## config.mk

```make
export PLATFORM = sky130hd
export DESIGN_NAME = usb_ep_status_bus
export DESIGN_NICKNAME = d
export VERILOG_FILES = /design/src/rtl/usb_ep_status_pkg.sv /design/src/rtl/usb_ep_status_bus.sv
export SDC_FILE = /design/constraint.sdc
export NUM_CORES = 1
export LEC_CHECK = 0
export CAP_MARGIN = 15
export CORE_UTILIZATION = 48
export CTS_CLUSTER_DIAMETER = 60
export DETAILED_ROUTE_END_ITERATION = 8
export HOLD_SLACK_MARGIN = 0.03
export PLACE_DENSITY = 0.83
export SETUP_SLACK_MARGIN = 0.15
export SLEW_MARGIN = 20
export SYNTH_ARGS = -nofsm -noshare
export SYNTH_HDL_FRONTEND = slang
export SYNTH_SLANG_ARGS = --single-unit
```

## constraint.sdc

```tcl
create_clock -name clk -period 2.9 [get_ports clk]
set_clock_uncertainty 0.2 [all_clocks]
set_input_delay 0.29 -clock clk [delete_from_list [all_inputs] [get_ports clk]]
set_output_delay 0.29 -clock clk [all_outputs]
set_load 0.1 [all_outputs]
```

## src/rtl/usb_ep_status_pkg.sv

```systemverilog
// rtl/usb_ep_status_pkg.sv - shared encodings and widths for the EP status aux-port initiator
package usb_ep_status_pkg;

  localparam int ADDR_W     = 9;
  localparam int DATA_W     = 16;
  localparam int LEN_W      = 10;
  localparam int CNT_W      = 4;
  localparam int RD_LAT_DEF = 3;

  localparam logic [2:0] ST_IDLE = 3'd0;
  localparam logic [2:0] ST_REQ  = 3'd1;
  localparam logic [2:0] ST_WAIT = 3'd2;
  localparam logic [2:0] ST_ACK  = 3'd3;
  localparam logic [2:0] ST_CLR  = 3'd4;

  typedef struct packed {
    logic              we;
    logic [ADDR_W-1:0] addr;
    logic [DATA_W-1:0] wdata;
  } bus_req_t;

endpackage

```

## src/rtl/usb_ep_status_bus.sv

```systemverilog
// rtl/usb_ep_status_bus.sv - bus-side initiator for the EP status RAM aux port
// Single-word register accesses plus a bulk-clear sequencer for USB bus reset.
module usb_ep_status_bus
  import usb_ep_status_pkg::*;
#(
  parameter int RD_LAT = RD_LAT_DEF
) (
  input  logic              clk,
  input  logic              rst_n,
  input  logic [ADDR_W-1:0] bus_addr,
  input  logic [DATA_W-1:0] bus_wdata,
  input  logic              bus_we,
  input  logic              bus_cyc,
  output logic              bus_ack,
  output logic [DATA_W-1:0] bus_rdata,
  input  logic              clr_start,
  input  logic [ADDR_W-1:0] clr_base,
  input  logic [LEN_W-1:0]  clr_len,
  output logic              clr_busy,
  output logic [ADDR_W-1:0] s_addr_0,
  output logic              s_read_0,
  output logic              s_zero_0,
  output logic              s_write_0,
  output logic [DATA_W-1:0] s_din_0,
  input  logic [DATA_W-1:0] s_dout_3,
  input  logic              s_ready_0
);

  logic [1:0]        r_rst_sync;
  logic              w_run;
  logic [2:0]        r_state;
  bus_req_t          r_req;
  logic [CNT_W-1:0]  r_cnt;
  logic [ADDR_W-1:0] r_ptr;
  logic [LEN_W-1:0]  r_rem;
  logic [DATA_W-1:0] r_rdata;

  // Reset asserts asynchronously; release is held off two clocks
  always_ff @(posedge clk or negedge rst_n) begin
    if (!rst_n) r_rst_sync <= 2'b00;
    else        r_rst_sync <= {r_rst_sync[0], 1'b1};
  end

  assign w_run = r_rst_sync[1];

  always_ff @(posedge clk or negedge rst_n) begin
    if (!rst_n) begin
      r_state <= ST_IDLE;
      r_req   <= '0;
      r_cnt   <= '0;
      r_ptr   <= '0;
      r_rem   <= '0;
      r_rdata <= '0;
    end else if (w_run) begin
      case (r_state)
        ST_IDLE: begin
          // A clear takes precedence; a concurrent bus_cyc stays pending
          if (clr_start && (clr_len != '0)) begin
            r_ptr   <= clr_base;
            r_rem   <= clr_len;
            r_state <= ST_CLR;
          end else if (bus_cyc) begin
            r_req.we    <= bus_we;
            r_req.addr  <= bus_addr;
            r_req.wdata <= bus_wdata;
            r_state     <= ST_REQ;
          end
        end
        ST_REQ: begin
          if (s_ready_0) begin
            if (r_req.we) begin
              r_state <= ST_ACK;
            end else begin
              r_cnt   <= CNT_W'(RD_LAT - 1);
              r_state <= ST_WAIT;
            end
          end
        end
        ST_WAIT: begin
          if (r_cnt == '0) begin
            r_rdata <= s_dout_3;
            r_state <= ST_ACK;
          end else begin
            r_cnt <= r_cnt - 1'b1;
          end
        end
        ST_ACK: begin
          r_state <= ST_IDLE;
        end
        ST_CLR: begin
          if (s_ready_0) begin
            r_ptr <= r_ptr + 1'b1;
            r_rem <= r_rem - 1'b1;
            if (r_rem == LEN_W'(1)) r_state <= ST_IDLE;
          end
        end
        default: r_state <= ST_IDLE;
      endcase
    end
  end

  assign bus_ack   = (r_state == ST_ACK);
  assign bus_rdata = r_rdata;
  assign clr_busy  = (r_state == ST_CLR);
  assign s_zero_0  = 1'b0;
  assign s_read_0  = (r_state == ST_REQ) && !r_req.we;
  assign s_write_0 = ((r_state == ST_REQ) && r_req.we) || (r_state == ST_CLR);
  assign s_addr_0  = (r_state == ST_CLR) ? r_ptr :
                     (r_state == ST_REQ) ? r_req.addr : '0;
  assign s_din_0   = ((r_state == ST_REQ) && r_req.we) ? r_req.wdata : '0;

endmodule

```

==> run metrics, run 1 <==
H-tree depth reported by CTS=3; number of design-rule violations left by the first detailed-router iteration=~210; first-pass detailed-route iteration total=4; CP Cell Sequence=nor3b_2 > buf_4 > and3_1 > buf_12; via count normalized by instance count=5.65; Die Footprint=8210 sq um; cell area power density=roughly 1100 nW/um^2; Cells after Synth=approximately 340; cell class contributing the biggest share of worst-path delay=simple AND/OR/NAND/NOR gates; Via Count=approximately 3100; outcome=complete, no violations; maximum VDD drop=0.751 mV; Crit Path Max Fanout=24; number of distinct standard cells referenced by the synthesized netlist=56; Post-CTS Setup Repair Bufs=0; number of synthesis warnings=0; I/O pins=between 100 and 150; relative contribution of combinational cells to total power=between 50% and 60%; maximum number of pins on one net before global-route repair=71; Syn-to-layout area delta=42.3%; max frequency=0.396 GHz; number of global-route vias before repair=between 2000 and 3000; Port-buffer cells=110; GP Congestion=0.936; aggregate negative setup slack=0 ps; static leakage=between 2 and 2.5 nW; setup repair after global routing missed its margin=false; internal power consumption=about 3.0 mW; post-synth net total=between 400 and 500; number of nets with antenna violations after detailed routing=0; die extent in x=between 90 and 100 microns; share of layout cells above drive strength 1=a little under a third; standard cell with the maximum stage delay on the critical path=dfrtp_1; share of synthesized registers carrying an async set or reset=100%; detail-routed net length per standard cell=between 15 and 20 microns; remaining routing DRC violations=0; first-pass GRT wire length=around 15 mm; critical path data required time=around 2400 ps; Crit Path Class=reg2out; Clk Latency, worst-skew pair=350 ps; total routing usage reported by global routing=about 23%; starting utilization of the core area=roughly 51%; die extent in y=approximately 90 microns; Tcrit/Tclk final=approximately 87%; hpwl dp=between 6 and 7 mm; Cell Area, Synth=3770 sq um; arrival time of the worst setup path=between 2000 and 2500 ps; sequential cell area fraction in the yosys report=46.4%; Least-Margin Pin Slew=625 ps; final slew viol count=0; overall routed net length=approximately 9.2 mm; Net Switching=3.00 mW; highest cell delay on the worst timing path=about 540 ps; number of register bits inferred by synthesis=70; Crit. End Element=output pin; CP bufs+invs=2; clock power share=12.4%; MaxCap Viol Count=0; TritonCTS clock tree=yes; number of clock buffers inserted by TritonCTS=9; relative slew slack=between 50% and 60%; Final Hold Viols=0; Worst-path clk slew=80 ps; Placeable Area=~7400 sq um; Post-Syn Area per Cell=~11 sq um; Longest Clk Path Bufs=2; worst min-delay path category=reg2reg; number of nets in the final layout=~520; number of clock sinks seen by CTS=70; number of antenna violations at the first check in global routing=0; clock tree root driver cell=clkbuf_8; nature of the critical path startpoint=register; site row count=31; count of flip-flops with a built-in enable after synthesis=0; total setup violations reported at the end of the flow=0; Sw Share=approximately half; number of antenna repair diodes=0; aggregate global routing overflow=0; Final Hold Slack=around 160 ps; Primary FF master, synth=dfrtp_1; sequential group share of total power=about a third; time the final worst path needs with I/O delays and setup=~2500 ps
-- cell usage after synthesis, types with 3 or more instances --
| cell type | instances | area [sq um] |
|---|---|---|
| dfrtp_1 | 70 | 1750 |
| nand3_1 | 6 | 30.0 |
| a211oi_1 | 5 | 37.5 |
| a31oi_1 | 7 | 43.8 |
| mux2_2 | 23 | 259 |
| mux2_4 | 22 | 330 |
| a2bb2oi_1 | 6 | 52.6 |
| o211ai_1 | 3 | 22.5 |
| nor3b_2 | 3 | 37.5 |
| o31ai_1 | 3 | 22.5 |
| nor2_1 | 21 | 78.8 |
| clkbuf_1 | 9 | 33.8 |
| nor4_1 | 6 | 37.5 |
| a22o_1 | 9 | 78.8 |
| inv_1 | 14 | 52.6 |
| or3_1 | 3 | 18.8 |
| o21ai_0 | 13 | 65.1 |
| nor3_1 | 9 | 45.0 |
| a21oi_1 | 11 | 55.1 |
| and2_1 | 3 | 18.8 |
| and3_1 | 18 | 113 |
| ha_1 | 4 | 50.1 |
| a31o_2 | 4 | 35.0 |
| a22oi_1 | 5 | 37.5 |
| buf_2 | 6 | 30.0 |
| nand2_1 | 15 | 56.3 |
-- registers in the layout, indices dropped and copies added, names as in the netlist --
name        count
r_ptr           9
r_cnt           4
r_state         3
bus_rdata      16
r_rst_sync      2
r_rem          10
r_req          26
-- metrics by stage --
step                      power, mW  instances  cell area [sq um]  worst slack, ps  utilization [%]
final                          5.98        553               5370              373             72.4
after floorplan                4.31        341               3780              253                -
after global routing           6.27        553               5370              259             72.4
after global placement         5.14        536               5170              369             69.8
after detailed placement       5.24        536               5170              338             69.8
after CTS                      5.99        553               5360              290             72.4
-- power by group through the flow --
stage / registers [mW] / clock network (mW) / logic, mW
finish: 1.89 / 0.742 / 3.34
global route: 1.97 / 0.793 / 3.51
CTS: 1.89 / 0.756 / 3.35
detailed placement: 1.89 / 0 / 3.35
global placement: 1.87 / 0 / 3.28
floorplan: 2.56 / 0 / 1.75
-- worst reg2reg max path, delay by kind of cell, from the launching register on --
kind          cells  cell delay, ps
flops             1             540
simple gates      3             900
buf+inv           1             230
mux               1             370
-- kinds of logic after synthesis --
kind of cell / share of synthesized area, %
compound gates: 14.8
xor+xnor: 0.232
fa+ha+maj: 1.33
buf+inv: 5.14
flops: 46.4
mux: 15.9
other cells: 0.199
simple gates: 16.0
-- cell type report --
class	count	area, sq um
Clock inverter	7	61.3
Fill cell	492	2040
Tap cell	99	124
Sequential cell	70	1750
Multi-Input combinational cell	236	1840
Inverter	14	52.6
Clock buffer	9	124
Timing Repair Buffer	118	1410
-- placed cells by master, fill, tap and decap left out, types with 3 or more instances in the layout --
master / instances
and3_1: 18
o31ai_1: 3
nand3_1: 6
o21ai_0: 13
inv_6: 3
or3_1: 3
mux2_4: 22
inv_1: 14
nor4_1: 6
nor2_1: 21
o211ai_1: 3
nand2_1: 15
a22o_2: 8
dfrtp_1: 69
clkdlybuf4s50_1: 64
a2bb2oi_1: 6
mux2_2: 23
and2_1: 3
a211oi_1: 5
a31oi_1: 7
clkbuf_8: 9
nor3_1: 9
ha_1: 4
a22oi_1: 5
a21oi_1: 11
buf_12: 29
buf_4: 23
a31o_2: 4
-- final timing paths --
path	depth (start not counted)	from	slack, ps	endpoint
max	4	r_state[1]	370	s_din_0[11]
min	0	r_rst_sync[0]	160	r_rst_sync[1]
max reg2reg	5	r_state[1]	550	r_req[12]
min reg2reg	0	r_rst_sync[0]	160	r_rst_sync[1]
max in group asynchronous	3	rst_n	1900	r_ptr[5]
min in group asynchronous	3	rst_n	260	r_rem[8]
-- per-layer routing --
| layer | up-vias | share of wire, % | global-route usage [%] |
|---|---|---|---|
| li1 | 1478 | - | - |
| met1 | 1515 | 43 | 30.9 |
| met2 | 117 | 50 | 37.1 |
| met3 | 13 | 5.2 | 4.38 |
| met4 | 0 | 1.7 | 8.33 |
| met5 | - | 0 | 0 |
-- repair_timing --
item	in CTS	in global routing
endpoints found under the setup margin	0	7
gates resized for setup	0	1
endpoints found under the hold margin	70	0
hold buffers	1	0
No activity file was read; power rests on OpenSTA's default activity.
==> run 2, diff against run 1 <==
--- a/config.mk
+++ b/config.mk
@@ -16,3 +16,4 @@
 export SYNTH_ARGS = -nofsm -noshare
 export SYNTH_HDL_FRONTEND = slang
 export SYNTH_SLANG_ARGS = --single-unit
+export TNS_END_PERCENT = 5
==> run metrics, run 2 (synthesized netlist as in run 1, its figures left out) <==
relative slew slack=42.1% (-16 points); arrival time of the worst setup path=2100 ps (+60 ps); TritonCTS clock tree=yes; I/O pins=112 (unchanged); aggregate global routing overflow=0 (unchanged); Placeable Area=7410 sq um (unchanged); Die Footprint=8210 sq um (unchanged); MaxCap Viol Count=0 (unchanged); met3 track demand over resource in global routing=5.47% (+1.1 points); cell area power density=1120 nW/um^2 (+0.77%); number of antenna violations at the first check in global routing=0 (unchanged); Via Count=3141 (+0.58%); number of design-rule violations left by the first detailed-router iteration=177 (-14%); Port-buffer cells=110 (unchanged); first-pass GRT wire length=16.2 mm (+7.8%); total routing usage reported by global routing=25.1% (+2.1 points); number of global-route vias before repair=3194 (+7.2%); met1 demand-to-capacity share in global routing=32.3% (+1.5 points); worst flop-to-flop path endpoint=r_req[7]; number of clock buffers inserted by TritonCTS=9 (unchanged); Syn-to-layout area delta=41.7%; total setup violations reported at the end of the flow=0 (unchanged); die extent in x=90.6 microns (unchanged); flip-flop count of the largest register after layout=26 (unchanged); number of cells on the worst hold path=0 (unchanged); worst min-delay path category=reg2reg; Crit Path Max Fanout=24 (unchanged); static leakage=2.33 nW (-0.39%); setup repair after global routing missed its margin=false; fraction of met2 tracks used by global routing=42.1% (+5.1 points); site row count=31 (unchanged); maximum number of pins on one net before global-route repair=71 (unchanged); most common cell after layout, fill and taps aside=dfrtp_1; Worst-path clk slew=80 ps (about the same); number of antenna repair diodes=0 (unchanged); maximum VDD drop=0.854 mV (+14%); Longest Clk Path Bufs=2 (unchanged); GP Congestion=0.959 (+2.4%); critical path data required time=2410 ps (about the same); aggregate negative setup slack=0 ps (unchanged); CP Cell Sequence=nor3b_2 > buf_4 > and3_1 > buf_12; Least-Margin Pin Slew=868 ps (+243 ps); number of clock sinks seen by CTS=70 (unchanged); standard cell with the maximum stage delay on the critical path=dfrtp_1; Final Hold Slack=152 ps (-9.11 ps); outcome=complete, no violations; startpoint of the lowest-slack register-to-register path=r_state[1]; number of nets in the final layout=519 (unchanged); max frequency=0.385 GHz (-2.6%); overall power consumption=6.00 mW (+0.37%); die extent in y=90.6 microns (unchanged); Worst Hold Endpoint=r_rst_sync[1]; nature of the critical path startpoint=register; Most Used Layer, Global Route=met2; Worst Setup SP=r_state[0]; Final Hold Viols=0 (unchanged); overall routed net length=9.70 mm (+5.1%); Crit. End Element=output pin; Layout Cells excl Fill=553 (unchanged); share of layout cells above drive strength 1=29.3% (-1.5 points); number of nets with antenna violations after detailed routing=0 (unchanged); Crit Path Class=reg2out; most frequent cells in the layout=dfrtp_1 (69), clkdlybuf4s50_1 (64), buf_12 (28); placed cell count=536 (unchanged); first-pass detailed-route iteration total=4 (unchanged); final slew viol count=0 (unchanged); Clk Latency, worst-skew pair=350 ps (about the same); worst reg2reg path depth=5 (unchanged); worst hold path startpoint=r_rst_sync[0]; highest cell delay on the worst timing path=620 ps (+80 ps); clock tree root driver cell=clkbuf_8; remaining routing DRC violations=0 (unchanged); H-tree depth reported by CTS=3 (unchanged); starting utilization of the core area=50.9% (unchanged); via count normalized by instance count=5.68 (+0.58%); Post-CTS Setup Repair Bufs=0 (unchanged); time the final worst path needs with I/O delays and setup=2590 ps (+67.1 ps); worst reg2reg setup slack=510 ps (-40 ps); Tcrit/Tclk final=89.5% (+2.3 points); hpwl dp=6.82 mm (+3.0%); detail-routed net length per standard cell=17.5 microns (+5.1%); register containing the most flip-flops in the final layout=r_req
## run 2: critical path, delay by kind of cell, from the launching register on
| family | cells | cell delay, ps |
|---|---|---|
| buffers and inverters | 2 | 500 |
| AND/OR/NAND/NOR | 2 | 630 |
| flip-flops | 1 | 620 |
## run 2: how the worst max path moves through the flow
stage	endpoint	slack, ps
after floorplan	s_addr_0[1]	80
after global routing	s_din_0[15]	170
final	s_din_0[15]	310
after detailed placement	r_req[11]	380
after global placement	r_req[9]	440
after CTS	s_din_0[15]	310
## run 2: metal layers
layer	vias to the layer above	share of wire (%)
met5	-	0
met4	0	1.7
met3	18	5.7
met2	117	50
met1	1533	42
li1	1473	-
## run 2: metrics by stage
| step | utilization (%) | instance area, sq um | setup slack (ps) |
|---|---|---|---|
| final | 72.1 | 5340 | 306 |
| after global routing | 72.1 | 5340 | 173 |
| after CTS | 72.1 | 5340 | 307 |
| after detailed placement | 69.5 | 5150 | 375 |
| after global placement | 69.5 | 5150 | 443 |
| after floorplan | - | 3770 | 84.6 |
## run 2: final cells by class
type	instances	area (sq um)
Fill cell	497	2060
Clock buffer	9	124
Multi-Input combinational cell	236	1830
Timing Repair Buffer	118	1400
Clock inverter	7	61.3
Sequential cell	70	1750
Tap cell	99	124
Inverter	14	52.6
## run 2: power by group
part	internal (mW)	switching (mW)	total, mW
combinational	1.19	2.13	3.32
sequential	1.44	0.478	1.92
clock	0.327	0.431	0.757
total	2.96	3.04	6.00
## run 2: repair_timing
action	in CTS	in global routing
hold buffers	1	0
hold endpoints to repair	70	0
gates resized for setup	0	1
setup endpoints to repair	0	1
==> run 3, diff against run 2 <==
--- a/config.mk
+++ b/config.mk
@@ -7,7 +7,6 @@
 export LEC_CHECK = 0
 export CAP_MARGIN = 15
 export CORE_UTILIZATION = 48
-export CTS_CLUSTER_DIAMETER = 60
 export DETAILED_ROUTE_END_ITERATION = 8
 export HOLD_SLACK_MARGIN = 0.03
 export PLACE_DENSITY = 0.83
==> results of run 3 <==
No change in the layout: final DEF, timing and power equal those of run 2.
==> variant: new RTL, settings of run 2 <==
The package constant `DATA_W` goes from 16 to 32.
--- a/src/rtl/usb_ep_status_pkg.sv
+++ b/src/rtl/usb_ep_status_pkg.sv
@@ -2,7 +2,7 @@
 package usb_ep_status_pkg;
 
   localparam int ADDR_W     = 9;
-  localparam int DATA_W     = 16;
+  localparam int DATA_W     = 32;
   localparam int LEN_W      = 10;
   localparam int CNT_W      = 4;
   localparam int RD_LAT_DEF = 3;
Ports: changed (resized bus_rdata, bus_wdata, s_din_0 and s_dout_3); port bits go from 112 to 176. The function was not compared with the original's and may differ.
==> variant against run 2 <==
Wire length grew 37%. Worst hold slack improved by 0.0046 ns. Core utilization increased by 2.8 points. Sequential cell count up 32. Area after synthesis up 31%. Setup slack better by 0.0050 ns. Synthesized cell count is 24% higher. Design area grew 38%.
Power is not shown: default switching activity piles up to over one toggle a cycle in this logic, so the estimate is an artifact.
==> variant: results (changes against run 2) <==
[outcome]
outcome=finished, final reports clean

[clock_tree]
root_buffer=clkbuf_8
cts_setup_buffers=0  ; unchanged
cts.path.max_buffers=2  ; unchanged
cts_inserted_buffers=9  ; unchanged
clkTransAtPathRegs_ns=0.10  ; +0.02 ns
cts.htree.levels=3  ; unchanged
clkLatencyLatePin_ns=0.37  ; +0.02 ns

[placed_design]
port_buffers=174  ; +58%
dp_hpwl_microns=9581  ; +41%
finalWeightedCongestion=0.7911  ; -18%

[logic_synthesis]
synthArstFlopShare_pct=100.0  ; unchanged
ys_top_cells_by_area=dfrtp_1, mux2_2, and3_1
yosys_warnings=0  ; unchanged
synth_cell_type_count=53  ; -5.4%
syn_nets=525  ; +28%
yosys-top-cells-count=dfrtp_1, mux2_2, and3_1
ys_seq_area_share_pct=51.68  ; +5.2 points

[global_routing]
overflow=0  ; unchanged
grt_max_degree=100  ; +41%
grt_antenna_before_repair=0  ; unchanged
grt_pass1_wl_microns=20730  ; +28%
grt_pass1_vias=4127  ; +29%
track_usage_pct=25.75  ; +0.65 points

[layout]
drive_above_1_share_pct=32.11  ; +2.8 points
fillers=640  ; +29%
largest_reg_flops=42  ; +62%
nets=695  ; +34%
antennaDiodeCount=0  ; unchanged

[routing]
routed_wl_microns=13300  ; +37%
drtIter0Drc=193  ; +9.0%
num_vias=4129  ; +31%
drtPass1Iterations=5  ; +1

[setup_path]
crit_arrival_ns=2.10  ; about the same
max_stage_delay_ns=0.70  ; +0.08 ns
crit_fanout=45  ; +88%
crit_path_top_delay_cell=dfrtp_1

[sta]
slew_headroom_pct=58.42  ; +16 points

[worst_hold_path]
holdCritPathClass=reg -> reg

[die]
die_w_microns=103.4  ; +14%

variant: area by class of cell:
class | count | area, sq um | share of cell area, %
Clock buffer | 12 | 145.1 | 1.963
Timing Repair Buffer | 189 | 2240 | 30.29
Multi-Input combinational cell | 279 | 2213 | 29.94
Inverter | 12 | 45.04 | 0.6092
Sequential cell | 102 | 2554 | 34.54
Clock inverter | 4 | 30.03 | 0.4062
Tap cell | 133 | 166.4 | 2.251
variant: cells by family (layout without fill, tap and decap cells):
logic type / Yosys count / count (layout) / share of synthesized area (%)
other: 2 / 2 / 0.1521
buffers and inverters: 42 / 217 / 4.129
adders and majority gates: 4 / 4 / 1.013
DFF: 102 / 102 / 51.68
muxes: 80 / 80 / 18.17
and+or+nand+nor: 112 / 112 / 13.33
AOI/OAI and AO/OA: 80 / 80 / 11.35
xor gates and xnor gates: 1 / 1 / 0.1774
variant: critical path: cells and delay by family (launching register included):
kind	cells	cell delay (ns)
buffers and inverters	2	0.43
DFF	1	0.70
AOI/OAI and AO/OA	1	0.25
and+or+nand+nor	1	0.32
variant: path summary, 6_finish.rpt:
check,startpoint,slack [ns],cells after the start,end
max in group asynchronous,rst_n,1.75,3,r_req[13]
hold / removal,r_rst_sync[0],0.16,0,r_rst_sync[1]
min in group asynchronous,rst_n,0.31,3,r_req[26]
setup reg to reg,r_state[1],0.58,4,r_state[2]
hold reg to reg,r_rst_sync[0],0.16,0,r_rst_sync[1]
setup / recovery,r_state[2],0.31,4,s_addr_0[8]
variant: repair_timing:
item                       CTS  global route
hold buffers                 2             0
gates resized for setup      0             1
hold endpoints to repair   102             0
setup endpoints to repair    0            23
variant: per-stage QoR:
step	std cells	worst slack, ns	instance area, sq um	hold slack [ns]
floorplan	423	-0.4824	4959	-0.2056
global placement	713	0.2247	7197	-0.1073
detailed placement	713	0.1049	7197	-0.1054
CTS	731	0.2576	7392	0.1596
global route	731	0.2339	7393	0.1747
finish	731	0.3106	7393	0.1565
variant: routing by layer:
layer  up-vias  global-route usage, %  part of all wire [%]
met5         -                      0                     0
met4         0                  7.909                   1.2
met3        15                  9.207                   8.7
met2       163                  43.66                    52
met1      2047                  30.70                    38
li1       1904                      -                     -
